`src/rtl/pipe_stage_reg.sv`:
```
// Pipeline stage register with optional two-entry skid buffer.
// Valid/ready handshake on both sides; control fields read as zero on bubbles.
module pipe_stage_reg #(
  parameter int DATA_W = 96,
  parameter int CTRL_W = 8,
  parameter int SKID   = 1
) (
  input  logic              clk_PSR,
  input  logic              rst_PSR,
  input  logic              flush_PSR,
  input  logic              in_valid_PSR,
  output logic              in_ready_PSR,
  input  logic [DATA_W-1:0] in_data_PSR,
  input  logic [CTRL_W-1:0] in_ctrl_PSR,
  output logic              out_valid_PSR,
  input  logic              out_ready_PSR,
  output logic [DATA_W-1:0] out_data_PSR,
  output logic [CTRL_W-1:0] out_ctrl_PSR,
  output logic [1:0]        count_PSR
);

  localparam bit HAS_SKID = (SKID != 0);

  typedef enum logic [1:0] {
    EMPTY = 2'd0,
    ONE   = 2'd1,
    TWO   = 2'd2
  } state_e;

  state_e            state_q, state_d;
  logic [DATA_W-1:0] head_data_q, head_data_d;
  logic [CTRL_W-1:0] head_ctrl_q, head_ctrl_d;
  logic [DATA_W-1:0] skid_data_q, skid_data_d;
  logic [CTRL_W-1:0] skid_ctrl_q, skid_ctrl_d;
  logic              in_fire, out_fire;

  assign out_valid_PSR = (state_q != EMPTY);
  assign count_PSR     = state_q;
  assign out_data_PSR  = head_data_q;
  assign out_ctrl_PSR  = out_valid_PSR ? head_ctrl_q : '0;

  // With a skid entry, ready depends only on registered state, which breaks
  // the combinational out_ready -> in_ready path.
  generate
    if (HAS_SKID) begin : g_skid_rdy
      assign in_ready_PSR = (state_q != TWO);
    end else begin : g_stall_rdy
      assign in_ready_PSR = ~out_valid_PSR | out_ready_PSR;
    end
  endgenerate

  assign in_fire  = in_valid_PSR & in_ready_PSR;
  assign out_fire = out_valid_PSR & out_ready_PSR;

  always_comb begin
    state_d     = state_q;
    head_data_d = head_data_q;
    head_ctrl_d = head_ctrl_q;
    skid_data_d = skid_data_q;
    skid_ctrl_d = skid_ctrl_q;
    case (state_q)
      EMPTY: begin
        if (in_fire) begin
          state_d     = ONE;
          head_data_d = in_data_PSR;
          head_ctrl_d = in_ctrl_PSR;
        end
      end
      ONE: begin
        if (in_fire && out_fire) begin
          head_data_d = in_data_PSR;
          head_ctrl_d = in_ctrl_PSR;
        end else if (in_fire && HAS_SKID) begin
          state_d     = TWO;
          skid_data_d = in_data_PSR;
          skid_ctrl_d = in_ctrl_PSR;
        end else if (out_fire) begin
          state_d = EMPTY;
        end
      end
      TWO: begin
        if (out_fire) begin
          state_d     = ONE;
          head_data_d = skid_data_q;
          head_ctrl_d = skid_ctrl_q;
        end
      end
      default: state_d = EMPTY;
    endcase
    // Flush drops everything held plus any entry arriving this cycle.
    if (flush_PSR) state_d = EMPTY;
  end

  always_ff @(posedge clk_PSR or posedge rst_PSR) begin
    if (rst_PSR) begin
      state_q     <= EMPTY;
      head_data_q <= '0;
      head_ctrl_q <= '0;
      skid_data_q <= '0;
      skid_ctrl_q <= '0;
    end else begin
      state_q     <= state_d;
      head_data_q <= head_data_d;
      head_ctrl_q <= head_ctrl_d;
      skid_data_q <= skid_data_d;
      skid_ctrl_q <= skid_ctrl_d;
    end
  end

endmodule

```
`config.mk`:
```
export PLATFORM = sky130hd
export DESIGN_NAME = pipe_stage_reg
export DESIGN_NICKNAME = d
export VERILOG_FILES = /design/src/rtl/pipe_stage_reg.sv
export SDC_FILE = /design/constraint.sdc
export NUM_CORES = 1
export LEC_CHECK = 0
export BUFFER_PORTS_ARGS = -buffer_cell sky130_fd_sc_hd__buf_2
export CAP_MARGIN = 20
export CORE_ASPECT_RATIO = 1.75
export CORE_UTILIZATION = 54
export CTS_CLUSTER_SIZE = 10
export DETAILED_ROUTE_END_ITERATION = 16
export PLACE_DENSITY = 0.79
export SKIP_CTS_REPAIR_TIMING = 1
export SYNTH_ARGS = -nofsm -noshare
export SYNTH_HDL_FRONTEND = slang
export SYNTH_SLANG_ARGS = --single-unit
```
`constraint.sdc`:
```
create_clock -name clk_PSR -period 10 [get_ports clk_PSR]
set_clock_uncertainty 0.15 [all_clocks]
set_input_delay 2 -clock clk_PSR [delete_from_list [all_inputs] [get_ports clk_PSR]]
set_output_delay 2 -clock clk_PSR [all_outputs]
set_load 0.02 [all_outputs]
```
Word level (Yosys, flattened, before mapping)
Index checks and enable logic that the tools add are counted.
{"block": "word_totals", "input_bits": 109, "mem_count": 0, "latch_bits": 0, "mem_bits_ro": 0, "elab_cells": 41, "regBits": 210, "output_inout_bits": 108, "ramBits": 0}
{"block": "classes", "n_mul": 0, "n_bitwise": 3, "n_lt_le_gt_ge": 0, "n_reduce_logical": 7, "n_eq_ne": 10, "div_mod_pow": 0, "n_addsub": 0, "muxes": 16, "shifts": 0}
{"cell": "two-way mux 96 bit", "count": 3}
{"cell": "case mux 96 bit (3 select lines)", "count": 1}
{"cell": "two-way mux 8 bit", "count": 4}
{"cell": "case mux 8 bit (3 select lines)", "count": 1}
{"cell": "two-way mux 2 bit", "count": 6}
{"cell": "!= test 3 bit, second input constant", "count": 3}
{"cell": "!= test 2 bit, second input constant", "count": 4}
{"cell": "AND reduction 4 bit", "count": 2}
{"cell": "case mux 2 bit (3 select lines)", "count": 1}
{"cell": "!= test 4 bit, second input constant", "count": 1}
{"cell": "AND reduction 3 bit", "count": 1}
{"cell": "nonzero test 3 bit", "count": 1}
{"cell": "bitwise AND 1 bit", "count": 2}
{"cell": "equality test 2 x 1 -> 1 bit, second input constant", "count": 1}
{"cell": "equality test 2 bit, second input constant", "count": 1}
{"cell": "zero test 2 bit", "count": 1}
{"cell": "nonzero test 2 bit", "count": 1}
{"cell": "logical AND 1 bit", "count": 1}
{"cell": "inverter 1 bit", "count": 1}

Depth between registers and ports, before layout
Gate-level depths: netlist (run 1).
{"block": "logic_depth", "ltp_word": 7, "mapped_depth": 6, "mapped_depth_nobuf": 4}

Worst setup path before layout (run 1)
Ideal clock, no wire load.
{"block": "synth_timing", "path_kind": "input port to flip-flop", "startpoint": "input port in_valid_PSR", "endpoint": "register skid_data_q[11]", "n_path_buf": 3, "slack_ps": 6652, "setup_time_ps": 125, "required_ps": 9725, "arrival_ps": 3074, "path_stages": 6, "path_cell_list": "nor2b_2 > and3b_1 > buf_2 > buf_4 > buf_4 > mux2_2"}
{"block": "synth_via", "elab_chain_len": 4}
{"item": "start, declared", "line_no": "11", "text": "input logic in_valid_PSR,"}
{"item": "bitwise AND 1 bit (*)", "line_no": "52", "text": "assign in_fire = in_valid_PSR & in_ready_PSR;"}
{"item": "logical AND 1 bit", "line_no": "70", "text": "if (in_fire && out_fire) begin"}
{"item": "inverter 1 bit (no source line)"}
{"item": "AND reduction 3 bit (no source line) (*)"}
{"item": "end signal, assigned", "line_no": "105", "text": "skid_data_q <= skid_data_d;"}
{"item": "end, declared", "line_no": "33", "text": "logic [DATA_W-1:0] skid_data_q, skid_data_d;"}
Mark *: on every way between the ends. The rest lies on a longest branch, timed or not.
A chain may end at the register's enable or synchronous reset.

Worst setup path in the final report (run 1)
{"block": "layout_timing", "startpoint": "register state_q[0], in the netlist count_PSR[0]", "endpoint": "output port out_ctrl_PSR[6]"}
{"block": "layout_via", "elab_chain_len": 2}
{"item": "start, declared", "line_no": "30", "text": "state_e state_q, state_d;"}
{"item": "start signal, assigned", "line_no": "102", "text": "state_q <= state_d;"}
{"item": "nonzero test 2 bit", "line_no": "37", "text": "assign out_valid_PSR = (state_q != EMPTY);"}
{"item": "two-way mux 8 bit", "line_no": "40", "text": "assign out_ctrl_PSR = out_valid_PSR ? head_ctrl_q : '0;"}
{"item": "end, declared", "line_no": "18", "text": "output logic [CTRL_W-1:0] out_ctrl_PSR,"}
No other way between the ends.

==> results of run 1 <==
power breakdown:
part / total (uW) / switching (uW) / internal (uW)
clock: 738 / 303 / 435
combinational: 453 / 226 / 228
sequential: 1130 / 93.8 / 1030
total: 2320 / 622 / 1700
cell type report:
cell class | instances | share of cell area (%)
Sequential cell | 210 | 47.7
Multi-Input combinational cell | 333 | 33.4
Timing Repair Buffer | 222 | 10.4
Clock buffer | 25 | 5.68
Tap cell | 224 | 2.55
Inverter | 3 | 0.170
Antenna cell | 1 | 0.0227
per-stage QoR:
step	instances	instance area (um^2)	utilization, %	hold WS, ps	total power [uW]
floorplan	580	9170	-	300	1440
global placement	991	10400	62.7	310	1570
detailed placement	991	10400	62.7	319	1600
CTS	1016	11000	66.4	334	2350
global route	1018	11000	66.6	349	2430
finish	1018	11000	66.6	333	2320
synth_stat cells, drive strengths merged:
cell type / number / area (um^2)
mux2: 312 / 3510
dfrtp: 210 / 5260
buf: 34 / 234
nor2b: 10 / 72.6
inv: 3 / 11.3
a21oi: 2 / 10.0
nor2: 2 / 7.51
and3b: 1 / 8.76
mux2i: 1 / 10.0
nand2: 1 / 3.75
nor3: 1 / 5.00
o21ba: 1 / 10.0
o2bb2ai: 1 / 15.0
or3b: 1 / 8.76
routing by layer:
metal	part of all wire (%)	wire [um]	global-route usage, %	vias to the layer above
met1	38	7180	25.4	2776
met4	2.3	425	7.31	0
met3	4.5	836	3.90	31
met5	0	0	0	-
li1	-	-	-	2489
met2	55	10200	40.2	152
kinds of logic (layout without fill, tap and decap cells):
kind of cell           count (synthesis)  after routing  synth area share, %
buffers and inverters                 37            250                 2.68
DFF                                  210            210                 57.3
AOI/OAI and AO/OA                      4              4                0.382
muxes                                313            313                 38.4
and+or+nand+nor                       16             16                 1.16
other                                  0              1                    0
state kept, by name, indices dropped and copies added (netlist names):
signal        cells
head_ctrl_q       8
count_PSR         2
skid_ctrl_q       8
out_data_PSR     96
skid_data_q      96
worst max-delay path, cell delays in order (launching register included):
cell     delay (ps)
dfrtp_1         500
nor2_1          750
nor2b_1         130
buf_2           200
worst paths after layout:
kind | to | depth (start not counted) | slack (ps) | start
worst max register to register | skid_data_q[91] | 4 | 7060 | count_PSR[1]
worst max-delay path | out_ctrl_PSR[6] | 3 | 5770 | count_PSR[0]
min in group asynchronous | skid_data_q[21] | 2 | 1460 | rst_PSR
worst min register to register | skid_data_q[81] | 1 | 330 | skid_data_q[81]
max in group asynchronous | skid_data_q[22] | 4 | 7000 | rst_PSR
worst min-delay path | skid_data_q[81] | 1 | 330 | skid_data_q[81]
==> metrics.csv, run 1 <==
metric,value,unit
gr-total-overflow,0,
dieArea,0.0175,mm^2
grt_pass1_wl,30500,um
rsz0062_at_grt,false,
grt_usage,21.9,%
fmax,236,MHz
cp-end-kind,output pin,
power.density,211,mW/mm^2
htreeDepth,1,
fp.dieH,174,um
gp_congestion,0.741,
drt-pass1-iter-count,4,
wl_per_cell,18.3,um
min_path_type,register to register,
dieWidth,100,um
ys.warnings.count,0,
final_common_cell,buf_2,
avgSynthCellArea,15.8,um^2
synth_cell_types,20,
routed_wl,18700,um
antenna_found_initial,1,
drtAntennaViolNets,0,
peakVddDrop,139,uV
synth_seq_area_share,57.3,%
cp_max_fo,9,
nets,903,
critical_path_class,register to output pin,
status,"complete, no violations",
areaGrowthSynthToFinish,20.1,%
p_leak,0.00499,uW
clk_path_buf_depth,3,
critPathLaunchType,register,
syn_inst,580,
dpl.hpwl,12400,um
cts_tree,yes,
min_period,4230,ps
crit_arrival,2080,ps
hold_viol_final,0,
required,7850,ps
initial_core_util,55.5,%
numCtsBuffers,24,
grt_max_degree,124,
num-fill-cells,1226,
rows,62,
io_buffers,216,
syn_nets,689,
place_ws,5390,ps
vias,5448,
regArea,0.00526,mm^2
clock_sinks,210,
tightest_slew,1040,ps
period_share,42.3,%
clk_latency,490,ps
vias_per_cell,5.35,
drcViolationCount,0,
setup_viol,0,
slew_headroom,30.6,%
slew_violations,0,
ctsRootBufferMaster,clkbuf_16,
io_pins,217,
cap_violations,0,
multiInputGateArea,0.00368,mm^2
layout_common_cells,"buf_2 (216), dfrtp_1 (210), mux2_2 (203), mux2_1 (109), clkbuf_16 (25)",
synth_seq_cells,210,
drive_gt1_share,57.8,%
grt_pass1_vias,6156,
syn_area,0.00917,mm^2
fin_ws,5770,ps
fin_setup_tns,0,ps
drtIter0Drc,147,
clkSlewWorstSetupHoldPaths,50,ps
coreArea,0.0165,mm^2
Note: power is estimated with default switching activity, not from simulation.
==> run 2: changes to the inputs <==
==> constraint.sdc (replaced) <==
create_clock -name clk_PSR -period 4.4 [get_ports clk_PSR]
set_clock_uncertainty 0.15 [all_clocks]
set_input_delay 0.88 -clock clk_PSR [delete_from_list [all_inputs] [get_ports clk_PSR]]
set_output_delay 0.88 -clock clk_PSR [all_outputs]
set_load 0.02 [all_outputs]
==> metrics.csv, run 2 (synthesized netlist as in run 1, its figures left out) <==
metric,value,unit,change
status,"complete, no violations",,unchanged
rows,62,,unchanged
fp.dieH,174,um,unchanged
htreeDepth,1,,unchanged
drtIter0Drc,117,,was 147
critical_path_class,register to output pin,,unchanged
grt_usage,22.3,%,was 21.9%
drcViolationCount,0,,unchanged
vias,5456,,was 5448
clkSlewWorstSetupHoldPaths,50,ps,about the same
rsz0062_at_grt,false,,unchanged
slew_violations,0,,unchanged
drt-pass1-iter-count,4,,unchanged
min_period,3040,ps,
clk_latency,490,ps,about the same
period_share,69.1,%,
dpl-instance-area,0.0104,mm^2,about the same
ctsRootBufferMaster,clkbuf_16,,unchanged
grt_max_degree,115,,was 124
initial_core_util,55.5,%,unchanged
tightest_slew,1070,ps,was 1040 ps
hold_viol_final,0,,unchanged
critPathLaunchType,register,,unchanged
areaGrowthSynthToFinish,20.5,%,was 20.1%
dpl.hpwl,12900,um,was 12400 um
nets,904,,was 903
peakVddDrop,293,uV,was 139 uV
drive_gt1_share,57.8,%,about the same
p_leak,0.00500,uW,was 0.00499 uW
dieArea,0.0175,mm^2,unchanged
grt_pass1_vias,6070,,was 6156
slew_headroom,28.4,%,was 30.6%
min_path_type,register to register,,unchanged
num-fill-cells,1219,,was 1226
crit_arrival,2010,ps,was 2080 ps
clk_path_buf_depth,3,,unchanged
power.density,477,mW/mm^2,was 211 mW/mm^2
grt_pass1_wl,30800,um,was 30500 um
drtAntennaViolNets,0,,unchanged
cp-end-kind,output pin,,unchanged
fin_setup_tns,0,ps,unchanged
stdcell_area,0.0110,mm^2,about the same
routed_wl,18900,um,was 18700 um
dieWidth,100,um,unchanged
final_common_cell,buf_2,,unchanged
fmax,329,MHz,
numCtsBuffers,24,,unchanged
antenna_found_initial,3,,was 1
setup_viol,0,,unchanged
cts_tree,yes,,unchanged
gp_congestion,0.764,,was 0.741
layout_common_cells,"buf_2 (216), dfrtp_1 (210), mux2_2 (203), mux2_1 (109), clkbuf_16 (25)",,unchanged
gr-total-overflow,0,,unchanged
required,3370,ps,was 7850 ps
p_total,5270,uW,was 2320 uW
io_pins,217,,unchanged
coreArea,0.0165,mm^2,unchanged
wl_per_cell,18.5,um,was 18.3 um
cp_max_fo,9,,unchanged
cap_violations,0,,unchanged
io_buffers,216,,unchanged
fin_hold_ws,327,ps,was 333 ps
vias_per_cell,5.34,,was 5.35
multiInputGateArea,0.00368,mm^2,unchanged
clock_sinks,210,,unchanged
regArea,0.00526,mm^2,unchanged
run 2: cell count changes in the layout (fill, tap and decap cells not counted):
cell	delta
clkinvlp_4	+1
buf_16	-1
buf_4	-2
buf_12	+4
inv_8	-1
diode_2	+2
run 2: final cells by class:
| cell class | instances | area share, % |
|---|---|---|
| sequential | 210 | 47.6 |
| inverter | 3 | 0.136 |
| clock buffer | 25 | 5.66 |
| multi-input combinational | 333 | 33.3 |
| timing repair buffer | 223 | 10.7 |
| tap | 224 | 2.54 |
| antenna | 3 | 0.0680 |
run 2: report_power, final:
group	internal [uW]	total [uW]	switching, uW
combinational	521	1040	518
sequential	2350	2570	214
clock	989	1660	672
total	3860	5270	1400
run 2: worst max-delay path, cell delays in order (launching register included):
cell     delay, ps
dfrtp_1        490
nor2_1         690
nor2b_1        140
buf_2          200
run 2: path summary, 6_finish.rpt:
path / start / end / slack, ps / depth (start not counted)
hold reg to reg: out_data_PSR[43] / out_data_PSR[43] / 330 / 1
max in group asynchronous: rst_PSR / out_data_PSR[7] / 3180 / 3
hold / removal: out_data_PSR[43] / out_data_PSR[43] / 330 / 1
setup reg to reg: count_PSR[1] / out_data_PSR[95] / 1890 / 4
min in group asynchronous: rst_PSR / skid_data_q[25] / 430 / 3
setup / recovery: count_PSR[0] / out_ctrl_PSR[7] / 1360 / 3
run 2: through the flow:
step	utilization (%)	worst slack (ps)	instances
2_1_floorplan	-	642	580
3_3_place_gp	63.0	1500	993
3_5_place_dp	63.0	1410	993
4_1_cts	66.8	1320	1018
5_1_grt	66.9	1190	1021
6_report	66.9	1360	1021
run 2: metal layers:
layer	routed length (um)	share of wire (%)	vias to the layer above	track usage, %
li1	-	-	2495	-
met1	6990	37	2767	24.7
met2	10500	56	154	41.4
met3	794	4.2	40	3.50
met4	625	3.3	0	9.60
met5	0	0	-	0
